$ cat src/rtl/miner_if.sv
// Hash-engine handshake bundle between the miner controller and the engine.
//   hash_req   : controller -> engine, request outstanding
//   hash_nonce : controller -> engine, candidate nonce (stable while hash_req=1)
//   hash_ack   : engine -> controller, one-cycle completion pulse
//   hash_hit   : engine -> controller, result qualifier, valid with hash_ack
interface miner_if;
   localparam int unsigned NONCE_W = 32;

   logic               hash_req;
   logic [NONCE_W-1:0] hash_nonce;
   logic               hash_ack;
   logic               hash_hit;

   modport master (output hash_req, output hash_nonce, input hash_ack, input hash_hit);
   modport slave  (input hash_req, input hash_nonce, output hash_ack, output hash_hit);
endinterface

$ cat src/rtl/miner_ctrl.sv
// Nonce search controller: issues candidate nonces to a hash engine until a
// hit, a one-shot completion, or the nonce space is exhausted.
//   clk, rst_n          : clock, synchronous active-low reset
//   start               : toggle request, any level change starts a search
//   config_use_nonce_in : 1 = first nonce from nonce_in, 0 = NONCE_START
//   config_oneshot      : 1 = hash a single nonce per start event
//   nonce_in            : initial nonce, sampled on the start event
//   hash_if             : engine handshake (master side)
//   nonce               : hit nonce, or last nonce tried
//   done, nonce_found   : search finished / finished on a hit
//   busy                : search in progress (REQ or NEXT)
module miner_ctrl #(
   parameter logic [31:0] NONCE_START = 32'h0000_0000
) (
   input  logic        clk,
   input  logic        rst_n,
   input  logic        start,
   input  logic        config_use_nonce_in,
   input  logic        config_oneshot,
   input  logic [31:0] nonce_in,
   miner_if.master     hash_if,
   output logic [31:0] nonce,
   output logic        done,
   output logic        nonce_found,
   output logic        busy
);
   localparam int unsigned NONCE_W = 32;

   localparam logic [1:0] IDLE = 2'd0;
   localparam logic [1:0] REQ  = 2'd1;
   localparam logic [1:0] NEXT = 2'd2;
   localparam logic [1:0] DONE = 2'd3;

   localparam logic [NONCE_W-1:0] NONCE_MAX = '1;

   logic [1:0]         state_q, state_nx;
   logic               start_d;
   logic [NONCE_W-1:0] cur_q, cur_nx;
   logic               rp_q, rp_nx;
   logic               done_nx, found_nx;
   logic [NONCE_W-1:0] nonce_nx;
   logic               start_ev;
   logic [NONCE_W-1:0] load_nonce;

   assign start_ev   = start ^ start_d;
   assign load_nonce = config_use_nonce_in ? nonce_in : NONCE_START;

   // Candidate nonce is the counter itself, so it is stable while requesting
   assign hash_if.hash_nonce = cur_q;

   // Next-state and next-result logic
   always_comb begin
      state_nx = state_q;
      cur_nx   = cur_q;
      rp_nx    = rp_q;
      done_nx  = done;
      found_nx = nonce_found;
      nonce_nx = nonce;
      case (state_q)
         IDLE, DONE: begin
            if (start_ev) begin
               cur_nx   = load_nonce;
               done_nx  = 1'b0;
               found_nx = 1'b0;
               state_nx = REQ;
            end
         end
         REQ: begin
            if (hash_if.hash_ack) begin
               // A start arriving on the ack edge counts as already pending
               if (rp_q || start_ev) begin
                  cur_nx   = load_nonce;
                  rp_nx    = 1'b0;
                  state_nx = NEXT;
               end else if (hash_if.hash_hit) begin
                  nonce_nx = cur_q;
                  found_nx = 1'b1;
                  done_nx  = 1'b1;
                  state_nx = DONE;
               end else if (config_oneshot || (cur_q == NONCE_MAX)) begin
                  nonce_nx = cur_q;
                  found_nx = 1'b0;
                  done_nx  = 1'b1;
                  state_nx = DONE;
               end else begin
                  cur_nx   = cur_q + NONCE_W'(1);
                  state_nx = NEXT;
               end
            end else if (start_ev) begin
               rp_nx = 1'b1;
            end
         end
         NEXT: begin
            if (start_ev) begin
               rp_nx = 1'b1;
            end
            state_nx = REQ;
         end
         default: state_nx = IDLE;
      endcase
   end

   // State and registered outputs
   always_ff @(posedge clk) begin
      if (!rst_n) begin
         state_q          <= IDLE;
         start_d          <= start;
         cur_q            <= '0;
         rp_q             <= 1'b0;
         done             <= 1'b0;
         nonce_found      <= 1'b0;
         nonce            <= '0;
         hash_if.hash_req <= 1'b0;
         busy             <= 1'b0;
      end else begin
         state_q          <= state_nx;
         start_d          <= start;
         cur_q            <= cur_nx;
         rp_q             <= rp_nx;
         done             <= done_nx;
         nonce_found      <= found_nx;
         nonce            <= nonce_nx;
         hash_if.hash_req <= (state_nx == REQ);
         busy             <= (state_nx == REQ) || (state_nx == NEXT);
      end
   end
endmodule

$ cat src/flat_wrapper.sv
// flat-port wrapper written by rule: the top's interface ports become plain ports
module miner_ctrl_flat 
#(
   parameter logic [31:0] NONCE_START = 32'h0000_0000
)
  (clk, rst_n, start, config_use_nonce_in, config_oneshot, nonce_in, nonce, done, nonce_found, busy, hash_if_hash_req, hash_if_hash_nonce, hash_if_hash_ack, hash_if_hash_hit);
  miner_if hash_if_i ();
  input  logic clk;
  input  logic rst_n;
  input  logic start;
  input  logic config_use_nonce_in;
  input  logic config_oneshot;
  input  logic [31:0] nonce_in;
  output logic [31:0] nonce;
  output logic done;
  output logic nonce_found;
  output logic busy;
  output wire logic [$bits(hash_if_i.hash_req)-1:0] hash_if_hash_req;
  output wire logic [$bits(hash_if_i.hash_nonce)-1:0] hash_if_hash_nonce;
  input wire logic [$bits(hash_if_i.hash_ack)-1:0] hash_if_hash_ack;
  input wire logic [$bits(hash_if_i.hash_hit)-1:0] hash_if_hash_hit;
  assign hash_if_hash_req = hash_if_i.hash_req;
  assign hash_if_hash_nonce = hash_if_i.hash_nonce;
  assign hash_if_i.hash_ack = hash_if_hash_ack;
  assign hash_if_i.hash_hit = hash_if_hash_hit;
  miner_ctrl #(.NONCE_START(NONCE_START)) u_core (.clk(clk), .rst_n(rst_n), .start(start), .config_use_nonce_in(config_use_nonce_in), .config_oneshot(config_oneshot), .nonce_in(nonce_in), .hash_if(hash_if_i), .nonce(nonce), .done(done), .nonce_found(nonce_found), .busy(busy));
endmodule
$ cat config.mk
export PLATFORM = sky130hd
export DESIGN_NAME = miner_ctrl_flat
export DESIGN_NICKNAME = d
export VERILOG_FILES = /design/src/rtl/miner_if.sv /design/src/rtl/miner_ctrl.sv /design/src/flat_wrapper.sv
export SDC_FILE = /design/constraint.sdc
export NUM_CORES = 1
export LEC_CHECK = 0
export ABC_AREA = 1
export BUFFER_PORTS_ARGS = -buffer_cell sky130_fd_sc_hd__buf_2
export CAP_MARGIN = 20
export CORE_MARGIN = 2
export CORE_UTILIZATION = 54
export CTS_CLUSTER_SIZE = 28
export DETAILED_ROUTE_END_ITERATION = 10
export PLACE_DENSITY = 0.84
export RECOVER_POWER = 50
export SLEW_MARGIN = 10
export SYNTH_ARGS = -nofsm -noshare
export SYNTH_HDL_FRONTEND = slang
export SYNTH_SLANG_ARGS = --single-unit
$ cat constraint.sdc
create_clock -name clk -period 2.25 [get_ports clk]
set_clock_uncertainty 0.2 [all_clocks]
set_input_delay 0.3375 -clock clk [delete_from_list [all_inputs] [get_ports clk]]
set_output_delay 0.3375 -clock clk [all_outputs]
set_load 0.01 [all_outputs]
=== Word-level counts from Yosys, hierarchy flattened ===
Cells that the tools add are included.

* Add/subtract/negate cells: 1
* Multipliers: 0
* Divide/modulo/power cells: 0
* Order comparisons: 0
* Equal/unequal tests: 13
* Shifts and indexed selects: 0
* Muxes and demuxes: 30
* Bitwise logic cells: 2
* Reduce and logical (&&, ||, !) cells: 12

{| class="wikitable"
|+ Operators by type and width
! kind !! number
|-
| $mux W32 || 8
|-
| $pmux W32 S2 || 1
|-
| $add A32 B1 Y32 const B || 1
|-
| $eq A32 B32 Y1 const B || 1
|-
| $mux W1 || 13
|-
| $ne A3 B2 Y1 const B || 4
|-
| $reduce_and A5 Y1 || 2
|-
| $mux W2 || 4
|-
| $eq A2 B2 Y1 const B || 3
|-
| $pmux W1 S2 || 3
|-
| $pmux W2 S3 || 1
|-
| $reduce_bool A2 Y1 || 3
|-
| $eq A2 B1 Y1 const B || 2
|-
| $ne A2 B2 Y1 const B || 2
|-
| $reduce_and A4 Y1 || 1
|-
| $logic_or A1 B1 Y1 || 3
|-
| $logic_not A2 Y1 || 1
|-
| $ne A2 B1 Y1 const B || 1
|-
| $reduce_and A2 Y1 || 1
|-
| $reduce_or A2 Y1 || 1
|-
| $not A1 Y1 || 1
|-
| $xor A1 B1 Y1 || 1
|}

* Flip-flop bits (word level): 72
* Bits in latches: 0
* Memory bits (writable): 0
* Memory bits (read-only): 0
* Input port bits: 39
* Output and inout bits: 68
* Logic and storage cells: 67
* Memories: 0

=== Longest topological paths before layout ===
Gate-level depths: netlist of run 1.

* Depth in word-level cells: 9
* Mapped depth: 14
* Gate-level depth less buffers: 14

=== Least setup slack after synthesis of run 1 ===
Ideal clock, no wire load.

* Kind: register to register
* From: register u_core.cur_q[0], in the netlist u_core.hash_if.hash_nonce[0]
* To: register u_core.busy
* Library setup time: 0.066 ns
* Data arrival time: 1.876 ns
* Required time: 1.984 ns
* Slack: 0.108 ns
* Stages on the path, launching flop included: 14
* Buffers on the path: 0
* Clock period less this slack: 2.142 ns
* Cell sequence: dfxtp_1 ha_1 inv_1 nor2_2 nand2_2 nor2_2 nand2_2 nand3_4 nand3_2 nand2_1 o21ai_0 inv_1 ha_1 nor2_1

* Cells in the longest elaborated chain, start to end: 9
* Elaborated cells between the ends (all ways): 10
* Those cells by class: eq/ne (3); mux (5); reduce/logical (2)

{| class="wikitable"
|+ RTL lines
! what !! RTL line !! text
|-
| from (decl) || miner_ctrl.sv:38 || <nowiki>logic [NONCE_W-1:0] cur_q, cur_nx;</nowiki>
|-
| from (signal assigned) || miner_ctrl.sv:118 || <nowiki>cur_q <= cur_nx;</nowiki>
|-
| $eq A32 B32 Y1 * || miner_ctrl.sv:80 || <nowiki>end else if (config_oneshot || (cur_q == NONCE_MAX)) begin</nowiki>
|-
| $logic_or A1 B1 Y1 * || miner_ctrl.sv:80 ||
|-
| $mux W1 * || miner_ctrl.sv:80 ||
|-
| $mux W2 * || miner_ctrl.sv:75 || <nowiki>end else if (hash_if.hash_hit) begin</nowiki>
|-
| $mux W2 * || miner_ctrl.sv:71 || <nowiki>if (rp_q || start_ev) begin</nowiki>
|-
| $mux W2 * || miner_ctrl.sv:69 || <nowiki>if (hash_if.hash_ack) begin</nowiki>
|-
| $pmux W2 S3 * || miner_ctrl.sv:59 || <nowiki>case (state_q)</nowiki>
|-
| named net u_core.state_nx[0] || miner_ctrl.sv:36 || <nowiki>logic [1:0] state_q, state_nx;</nowiki>
|-
| $eq A2 B1 Y1 or $eq A2 B2 Y1 (tied branches) || miner_ctrl.sv:124 || <nowiki>busy <= (state_nx == REQ) || (state_nx == NEXT);</nowiki>
|-
| $logic_or A1 B1 Y1 * || miner_ctrl.sv:124 ||
|-
| to (signal assigned) || miner_ctrl.sv:124 ||
|-
| to (decl) || miner_ctrl.sv:25 || <nowiki>output logic busy</nowiki>
|}

Mark *: on every way through the listed nets, which the timed path passes. The rest lies on a longest branch.
A chain may end at the register's enable or synchronous reset.

=== Worst setup path after layout of run 1 ===
* From: register u_core.state_q[0]
* To: register u_core.busy

* Cells in the longest elaborated chain, start to end: 5
* Elaborated cells between the ends (all ways): 11
* Those cells by class: eq/ne (5); mux (3); reduce/logical (3)

{| class="wikitable"
|+ RTL lines
! what !! RTL line !! text
|-
| from (decl) || miner_ctrl.sv:36 ||
|-
| from (signal assigned) || miner_ctrl.sv:116 || <nowiki>state_q <= state_nx;</nowiki>
|-
| $eq A2 B2 Y1 or $logic_not A2 Y1 (tied branches) || miner_ctrl.sv:59 ||
|-
| $reduce_or A2 Y1 || miner_ctrl.sv:59 ||
|-
| $pmux W2 S3 * || miner_ctrl.sv:59 ||
|-
| named net u_core.state_nx[0] || miner_ctrl.sv:36 ||
|-
| $eq A2 B1 Y1 or $eq A2 B2 Y1 (tied branches) || miner_ctrl.sv:124 ||
|-
| $logic_or A1 B1 Y1 * || miner_ctrl.sv:124 ||
|}

Marked as above.

==> metrics.txt, run 1 <==
Buf/Inv on CP=3; Die Y=92.7 um; placed insts=919; # IOs=107; Avg Inst Size Synth=6.02 um2; RSZ-0062 raised after global routing=yes; CTS Sinks=72; Port Buffers=106; Worst IR Drop VDD=0.426 mV; number of hold violations in the final report=0; Seq/Total Area, Yosys=0.339; TNS Setup=0 ns; Sequential cell area=1450 um2; total global-route track usage=0.313; CP required=2.34 ns; initial antenna violation count=0; Rel. slew slack=0.698; Core Box Area=7690 um2; fin cells=939; highest-count cells in the layout ignoring fill and taps=nand2_1 (266), nor2_1 (115), buf_2 (69), dfxtp_1 (69), inv_1 (54); total number of vias=5036; syn nets=748; CP most frequent cell=inv_1; drt drc=0; vias per cell=5.36; Synth Area in Simple Gates=0.459; pin count of the biggest net entering global routing=38; vias in the first global route=4406; Clock Pin Slew Worst Setup and Hold Paths=0.08 ns; hold_sp=nonce_in[18]; CP delay by family, top=simple AND/OR/NAND/NOR gates; DRT iter0 DRCs=388; cell area after synthesis=4250 um2; GP Congestion=0.973; dpl hpwl=9840 um; Die Area=8590 um2; Cells after Synth=705; worst hold path type=in -> reg; xor/xnor cell area share of the yosys netlist=0.0165; first drt pass iteration count=5; final antenna-violating net count=0; CTS Buf Count=9; Layout area overhead=24.7%; status=finished clean; Critical Path End Type=flip-flop; Skew-Pair Late Insertion Delay=0.35 ns; synthesis-stage register bit count=72; Final Cycle Share=0.998; multi-input logic area=2430 um2; CTS tree=done; Inserted Diodes=0; fillcell total=734; Reg2Reg Setup Slack=0.005 ns; drt total wl=13600 um; Slew @ Worst Pin=0.453 ns; worst r2r path cells=10; hold path depth=5; Final Setup Violations=0; CP Cell Sequence=ha_2 -> inv_1 -> nor3_4 -> buf_4 -> nand3_2 -> nand2_1 -> o21ai_0 -> inv_1 -> ha_1 -> nor2_1; maxcap violations=0; clock buffer depth=2; post-layout util=0.689; critical path's slowest cell=dfxtp_1; grt total ovfl=0; Netlist cell types=27; CTS H-tree depth=3; Setup Crit Path Kind=reg -> reg; WL/cell=14.4 um; nets@finish=876; Pleak=2.40 nW; Worst Path Arrival=2.34 ns; CTS root buf=clkbuf_8; WP depth=10; CP Launch Type=flip-flop; Horiz. Die Dim=92.7 um; Post-Synth Adder-Cell Area=0.0118; FF-to-FF Start=u_core.state_q[0]$_SDFF_PN0_; Initial Utilization=0.552; slowest stage delay, CP=0.41 ns; reg-to-reg endpoint=u_core.busy$_SDFF_PN0_; Compound-Gate Fraction of Synth Area=0.0804; most common cell after layout, fill and taps aside=nand2_1; mux share of post-synthesis cell area=0; first-pass GRT wire length=21300 um; Slew Viols, Final=0; # rows=32; Hold Path Sink=u_core.hash_if.hash_nonce[18]$_SDFFE_PN0P_; FMAX=0.446 GHz; Period minus WS final=2.24 ns; Ys Warns=0; largest family of logic cells by synthesized area=simple AND/OR/NAND/NOR gates; share of cells above drive strength 1=0.174; Worst Path Max Fanout=4; Power Density=852 nW/um2
-- worst min-delay path, cell delays in order --
cell	delay, ns
buf_2	0.07
nand2_1	0.04
nand2_1	0.05
nor2_1	0.03
nor2_1	0.08
-- worst max-delay path by stage --
stage                                                           from                                          to  slack [ns]
final                                   u_core.state_q[0]$_SDFF_PN0_                      u_core.busy$_SDFF_PN0_       0.005
after global routing      u_core.hash_if.hash_nonce[21]$_SDFFE_PN0P_                      u_core.busy$_SDFF_PN0_       -0.12
after CTS                  u_core.hash_if.hash_nonce[1]$_SDFFE_PN0P_                      u_core.busy$_SDFF_PN0_        0.07
after detailed placement   u_core.hash_if.hash_nonce[1]$_SDFFE_PN0P_                      u_core.busy$_SDFF_PN0_        0.12
after global placement                  u_core.state_q[0]$_SDFF_PN0_  u_core.hash_if.hash_nonce[13]$_SDFFE_PN0P_        0.18
after floorplan            u_core.hash_if.hash_nonce[0]$_SDFFE_PN0P_                      u_core.busy$_SDFF_PN0_        0.11
-- logic make-up after synthesis --
| group | after synthesis |
|---|---|
| simple gates | 466 |
| xor+xnor | 8 |
| flops | 72 |
| buf+inv | 90 |
| compound gates | 65 |
| fa+ha+maj | 4 |
-- per-stage QoR --
step / total power (W) / worst slack [ns] / hold WS [ns] / area [um2]
floorplan: 0.00273 / 0.108 / 0.165 / 4250
global placement: 0.00341 / 0.182 / 0.243 / 5090
detailed placement: 0.00345 / 0.124 / 0.254 / 5090
CTS: 0.00443 / 0.0678 / 0.106 / 5280
global route: 0.00478 / -0.119 / 0.139 / 5300
finish: 0.00451 / 0.00533 / 0.110 / 5300
-- Yosys cell counts --
cell,number,area share
inv_1,54,0.048
a211oi_1,1,0.0018
nand2_4,2,0.0053
nor3_2,1,0.0024
clkinv_1,1,0.00088
nand2_1,267,0.24
dfxtp_1,72,0.34
nor2_4,1,0.0027
a21boi_0,1,0.0018
a21oi_1,41,0.048
nand3_4,1,0.0041
buf_4,2,0.0035
nand4_1,36,0.053
nor2_1,115,0.10
ha_1,4,0.012
buf_2,15,0.018
o21ai_1,4,0.0047
a21oi_4,1,0.0038
nand2_2,3,0.0044
nand3_1,34,0.040
xor2_1,8,0.017
nor2_2,4,0.0059
o21ai_0,17,0.020
nand3_2,1,0.0024
nor3_1,1,0.0012
clkbuf_1,14,0.012
buf_6,4,0.011
-- flip-flops by register name, indices dropped and copies added (netlist names) --
register and flops:
u_core.state_q 2, u_core.done 1, u_core.hash_if.hash_nonce 32, u_core.hash_if.hash_req 1, u_core.nonce_found 1, u_core.rp_q 1
u_core.start_d 1, u_core.nonce 32, u_core.busy 1
-- area by class of cell --
cell class,count,share of cell area
sequential,72,0.273
timing repair buffer,152,0.171
inverter,55,0.0390
clock inverter,3,0.00827
multi-input combinational,543,0.459
tap,102,0.0241
clock buffer,12,0.0255
-- where the power goes --
group	total [W]	internal [W]	leakage [nW]	switching [W]
logic	0.00189	0.000738	1.72	0.00115
registers	0.00162	0.00147	0.590	0.000157
clock network	0.000994	0.000509	0.0904	0.000486
total	0.00451	0.00271	2.40	0.00179
-- routing by layer --
metal,part of all wire,GRT usage,vias up,wire length [um]
met5,0,0,-,0
met4,0.027,0.108,0,371
met3,0.087,0.0423,37,1180
met2,0.46,0.509,248,6210
met1,0.43,0.428,2269,5790
li1,-,-,2482,-
-- timing repair --
item / CTS / global route
setup buffers: 0 / 4
hold buffers: 1 / 0
gates resized for setup: 0 / 8
hold endpoints to repair: 1 / 0
setup endpoints to repair: 0 / 35
No activity file was read; power rests on OpenSTA's default activity.
==> inputs of run 2 (changes only) <==
- BUFFER_PORTS_ARGS: -buffer_cell sky130_fd_sc_hd__buf_2 -> -buffer_cell sky130_fd_sc_hd__buf_4
==> run 2 against run 1 <==
Effect of this change:
- global-route usage up 1.8 points
- utilization is 2.8 points higher
- non-clock buffer count rose by 9
- clock power increased by 20%
- setup slack better by 0.11 ns
- final cell count is 1.1% higher
- register-to-register slack better by 0.11 ns
- largest cell class unchanged
- die area unchanged
- design area grew 4.0%
- critical path depth increased by 1
- sequential power about the same
==> metrics.txt, run 2 (synthesized netlist as in run 1, its figures left out) <==
highest-count cells in the layout ignoring fill and taps=nand2_1 (267), nor2_1 (115), buf_4 (94); CTS Sinks=72 (unchanged); Slew @ Worst Pin=0.411 ns (-0.0414 ns); worst hold path type=in -> reg; first drt pass iteration count=7 (+2); # IOs=107 (unchanged); DRT iter0 DRCs=387 (-0.26%); nets@finish=885 (+1.0%); vias in the first global route=4628 (+5.0%); total global-route track usage=0.331 (+0.0180); Clock power frac=0.247 (+0.026); total number of vias=5149 (+2.2%); CTS tree=done; drt total wl=14400 um (+6.2%); cell-internal power=0.00290 W (+7.0%); Buf/Inv on CP=4 (+1); Horiz. Die Dim=92.7 um (unchanged); Worst IR Drop VDD=0.499 mV (+17%); FMAX=0.468 GHz (+5.0%); Initial Utilization=0.552 (unchanged); maxcap violations=0 (unchanged); most common cell after layout, fill and taps aside=nand2_1; CP delay by family, top=simple AND/OR/NAND/NOR gates; final antenna-violating net count=0 (unchanged); CTS Buf Count=9 (unchanged); critical path's slowest cell=dfxtp_1; Core Box Area=7690 um2 (unchanged); first-pass GRT wire length=22300 um (+4.5%); Final Setup Violations=0 (unchanged); Skew-Pair Late Insertion Delay=0.37 ns (+0.02 ns); combinational power share=0.424 (+0.005); Power Density=877 nW/um2 (+3.0%); grt total ovfl=0 (unchanged); Final Cycle Share=0.950 (-0.0475); status=finished clean; Setup Crit Path Kind=reg -> reg; dpl hpwl=10300 um (+5.2%); share of cells above drive strength 1=0.161 (-0.0139); drt drc=0 (unchanged); TNS Setup=0 ns (unchanged); CP Cell Sequence=inv_1 -> ha_2 -> inv_1 -> nor2_1 -> nor2_1 -> nand2_1 -> inv_2 -> buf_4 -> nand3_1 -> nand2_1 -> nor2_1; CTS H-tree depth=3 (unchanged); vias per cell=5.43 (+1.2%); Worst Path Arrival=2.20 ns (-0.14 ns); CP required=2.31 ns (-0.03 ns); WL/cell=15.2 um (+5.0%); placed insts=926 (+0.76%); Inserted Diodes=0 (unchanged); Die Area=8590 um2 (unchanged); slowest stage delay, CP=0.42 ns (about the same); CP Launch Type=flip-flop; CTS root buf=clkbuf_8; fin cells=949 (+1.1%); placed inst area=5400 um2 (+6.0%); Clock Pin Slew Worst Setup and Hold Paths=0.09 ns (about the same); number of hold violations in the final report=0 (unchanged); Port Buffers=106 (unchanged); Worst Path Max Fanout=8 (+4); Die Y=92.7 um (unchanged); clock buffer depth=2 (unchanged); Pleak=2.41 nW (+0.74%); Critical Path End Type=flip-flop; fin area=5510 um2 (+4.0%); multi-input logic area=2440 um2 (+0.31%); Slew Viols, Final=0 (unchanged); pin count of the biggest net entering global routing=42 (+11%); fillcell total=699 (-4.8%); initial antenna violation count=0 (unchanged); sequential share of power=0.329 (-0.031); # rows=32 (unchanged); Rel. slew slack=0.726 (+0.0280); Period minus WS final=2.14 ns (-0.107 ns); GP Congestion=0.978 (+0.49%); Net Switching=0.00192 W (+7.2%); Sw Share=0.398 (+0.000464); Sequential cell area=1440 um2 (about the same); Layout area overhead=29.7%; CP most frequent cell=nor2_1
-- run 2: area by class of cell --
cell class,instances,area share
multi-input combinational,543,0.443
sequential,72,0.262
timing repair buffer,161,0.194
inverter,55,0.0375
clock buffer,10,0.0232
tap,102,0.0232
clock inverter,6,0.0170
-- run 2: worst paths after layout --
| path | depth (start not counted) | endpoint | startpoint | slack, ns |
|---|---|---|---|---|
| worst max-delay path | 11 | u_core.hash_if.hash_nonce[22]$_SDFFE_PN0P_ | u_core.state_q[1]$_SDFF_PN0_ | 0.11 |
| worst min-delay path | 3 | u_core.hash_if.hash_nonce[24]$_SDFFE_PN0P_ | rst_n | 0.08 |
| worst max register to register | 11 | u_core.hash_if.hash_nonce[22]$_SDFFE_PN0P_ | u_core.state_q[1]$_SDFF_PN0_ | 0.11 |
| worst min register to register | 2 | u_core.nonce[29]$_SDFFE_PN0P_ | u_core.nonce[29]$_SDFFE_PN0P_ | 0.27 |
-- run 2: power groups by stage --
stage / clock [W] / sequential, W / combinational, W
after detailed placement: 0 / 0.00161 / 0.00203
after floorplan: 0 / 0.00178 / 0.000948
final: 0.00119 / 0.00159 / 0.00205
after CTS: 0.00119 / 0.00158 / 0.00205
after global routing: 0.00125 / 0.00161 / 0.00223
after global placement: 0 / 0.00160 / 0.00198
-- run 2: through the flow --
stage               total power (W)  hold slack, ns  setup WS [ns]  utilization
floorplan                   0.00273           0.165          0.108            -
global placement            0.00358           0.249          0.156        0.702
detailed placement          0.00364           0.258         0.0586        0.702
CTS                         0.00482          0.0842         0.0366        0.732
global route                0.00509          0.0858       -0.00188        0.716
finish                      0.00483          0.0814          0.112        0.716
-- run 2: tightest hold or removal path, stage by stage --
cell and delay [ns]:
buf_4 0.09, inv_1 0.09, nor2_1 0.11
-- run 2: timing repair --
item / in CTS / in global routing
setup endpoints to repair: 0 / 48
hold buffers: 1 / 0
hold endpoints to repair: 1 / 0
buffers inserted: 0 / 5
resized for setup: 0 / 7
-- run 2: metal layers --
metal	global-route usage	wire length (um)	vias to the layer above	part of all wire
li1	-	-	2499	-
met1	0.437	6130	2357	0.43
met2	0.540	6630	254	0.46
met3	0.0675	1160	39	0.080
met4	0.112	468	0	0.033
met5	0	0	-	0
==> inputs of run 3 (changes only) <==
- clock period: 2.25 -> 2.1 ns (I/O delays scaled with it)
==> run 3 against run 2 <==
Effect of this change:
- hold slack got worse by 0.0058 ns
- non-clock buffer count rose by 5
- highest routed layer unchanged
- maximum frequency fell by 0.38%
- critical path type unchanged
- wire length rose by 0.23%
- die area did not move
- the run now ends with negative setup slack left
- critical path depth rose by 1
==> metrics.txt, run 3 (synthesized netlist as in run 1, its figures left out) <==
dpl hpwl=10300 um (-0.54%); Critical Path End Type=flip-flop; Slew Viols, Final=0 (unchanged); Rel. slew slack=0.743 (+0.0175); worst hold path type=in -> reg; WL/cell=15.1 um (-0.30%); failing checks=negative setup slack; # rows=32 (unchanged); Reg2Reg Setup Slack=-0.05 ns (-0.16 ns); Clock power frac=0.254 (+0.007); Power Density=946 nW/um2 (+7.9%); Worst IR Drop VDD=0.533 mV (+6.9%); Horiz. Die Dim=92.7 um (unchanged); share of cells above drive strength 1=0.191 (+0.0307); CTS root buf=clkbuf_8; drt total wl=14400 um (+0.23%); Sw Share=0.382 (-0.0170); Layout area overhead=33.9%; placed inst area=5470 um2 (+1.3%); first drt pass iteration count=6 (-1); CTS tree=done; Final Setup Violations=1 (+1); final antenna-violating net count=0 (unchanged); fillcell total=608 (-13%); Setup WS post-layout=-0.0461 ns (-0.158 ns); FMAX=0.466 GHz (-0.38%); CTS Sinks=72 (unchanged); Period minus WS final=2.15 ns (+0.00821 ns); CP Launch Type=flip-flop; hold path depth=5 (+2); pin count of the biggest net entering global routing=33 (-21%); GP Congestion=0.932 (-4.6%); status=finished with violations; CP required=2.18 ns (-0.13 ns); CTS H-tree depth=3 (unchanged); DP Worst Slack=0.00122 ns (-0.0573 ns); DRT iter0 DRCs=424 (+9.6%); drt drc=0 (unchanged); fin area=5690 um2 (+3.2%); Setup Crit Path Kind=reg -> reg; vias per cell=5.48 (+0.94%); grt total ovfl=0 (unchanged); Core Box Area=7690 um2 (unchanged); CTS Buf Count=9 (unchanged); FF-to-FF Start=u_core.hash_if.hash_nonce[14]$_SDFFE_PN0P_; total number of vias=5225 (+1.5%); sequential share of power=0.318 (-0.011); combinational power share=0.428 (+0.004); Port Buffers=106 (unchanged); CP startpoint=u_core.hash_if.hash_nonce[14]$_SDFFE_PN0P_; vias in the first global route=4638 (+0.22%); Die Y=92.7 um (unchanged); most common cell after layout, fill and taps aside=nand2_1; # IOs=107 (unchanged); Clock Pin Slew Worst Setup and Hold Paths=0.09 ns (about the same); worst r2r path cells=12 (+1); Skew-Pair Late Insertion Delay=0.36 ns (about the same); Worst Path Max Fanout=7 (-1); Sequential cell area=1450 um2 (+0.26%); maxcap violations=0 (unchanged); Worst Path Arrival=2.23 ns (+0.03 ns); Initial Utilization=0.552 (unchanged); Pleak=2.51 nW (+3.8%); initial antenna violation count=0 (unchanged); cell-internal power=0.00333 W (+15%); Slew @ Worst Pin=0.385 ns (-0.0263 ns); multi-input logic area=2480 um2 (+1.8%); nets@finish=890 (+0.56%); hold_sp=nonce_in[26]; clock buffer depth=2 (unchanged); Net Switching=0.00205 W (+6.6%); Die Area=8590 um2 (unchanged); total global-route track usage=0.331 (+0.000802); Final Cycle Share=1.02 (+0.0718); number of hold violations in the final report=0 (unchanged); Inserted Diodes=0 (unchanged); first-pass GRT wire length=22400 um (+0.62%); highest-count cells in the layout ignoring fill and taps=nand2_1 (267), nor2_1 (110), buf_4 (105)
-- run 3: cell type report --
class,instances,area share
well taps,102,0.0224
flip-flops and latches,72,0.255
clock buffers,9,0.0218
inverters,55,0.0363
multi-input cells,543,0.437
repair buffers,166,0.207
clock inverters,7,0.0211
-- run 3: repair_timing --
item | in CTS | in global routing
endpoints found under the setup margin | 8 | 68
endpoints found under the hold margin | 1 | 0
setup buffers | 2 | 4
cloned | 0 | 1
hold buffers | 1 | 0
resized for setup | 0 | 20
pin swaps | 0 | 5
-- run 3: power groups by stage --
| stage | clock network [W] | registers [W] | logic [W] |
|---|---|---|---|
| finish | 0.00137 | 0.00171 | 0.00230 |
| floorplan | 0 | 0.00191 | 0.00102 |
| CTS | 0.00136 | 0.00170 | 0.00226 |
| global placement | 0 | 0.00171 | 0.00217 |
| global route | 0.00143 | 0.00174 | 0.00252 |
| detailed placement | 0 | 0.00173 | 0.00223 |
-- run 3: worst paths after layout --
kind / endpoint
setup / recovery: u_core.busy$_SDFF_PN0_
hold / removal: u_core.hash_if.hash_nonce[26]$_SDFFE_PN0P_
setup reg to reg: u_core.busy$_SDFF_PN0_
hold reg to reg: u_core.nonce[1]$_SDFFE_PN0P_
-- run 3: critical path: stages, from the launching register on --
cell and delay [ns]:
dfxtp_1 0.36, nand2_1 0.11, nor2_2 0.14, nand2_1 0.13
nor2_4 0.14, nand2_2 0.09, nand3_4 0.12, nand3_2 0.10
nand2_1 0.09, o21ai_1 0.10, inv_1 0.09, ha_1 0.23
nor2_1 0.17
-- run 3: metrics by stage --
stage                     power (W)  std cells   util  setup TNS, ns  hold slack, ns
after floorplan             0.00293        705      -              0           0.143
after global placement      0.00389        930  0.712              0           0.234
after detailed placement    0.00395        930  0.712              0           0.236
after CTS                   0.00532        949  0.747              0          0.0782
after global routing        0.00568        954  0.740         -0.174          0.0886
final                       0.00538        954  0.740        -0.0461          0.0755
-- run 3: routing by layer --
| layer | part of all wire | GRT usage | up-vias |
|---|---|---|---|
| li1 | - | - | 2514 |
| met1 | 0.41 | 0.439 | 2400 |
| met2 | 0.47 | 0.546 | 270 |
| met3 | 0.088 | 0.0529 | 41 |
| met4 | 0.028 | 0.125 | 0 |
| met5 | 0 | 0 | - |
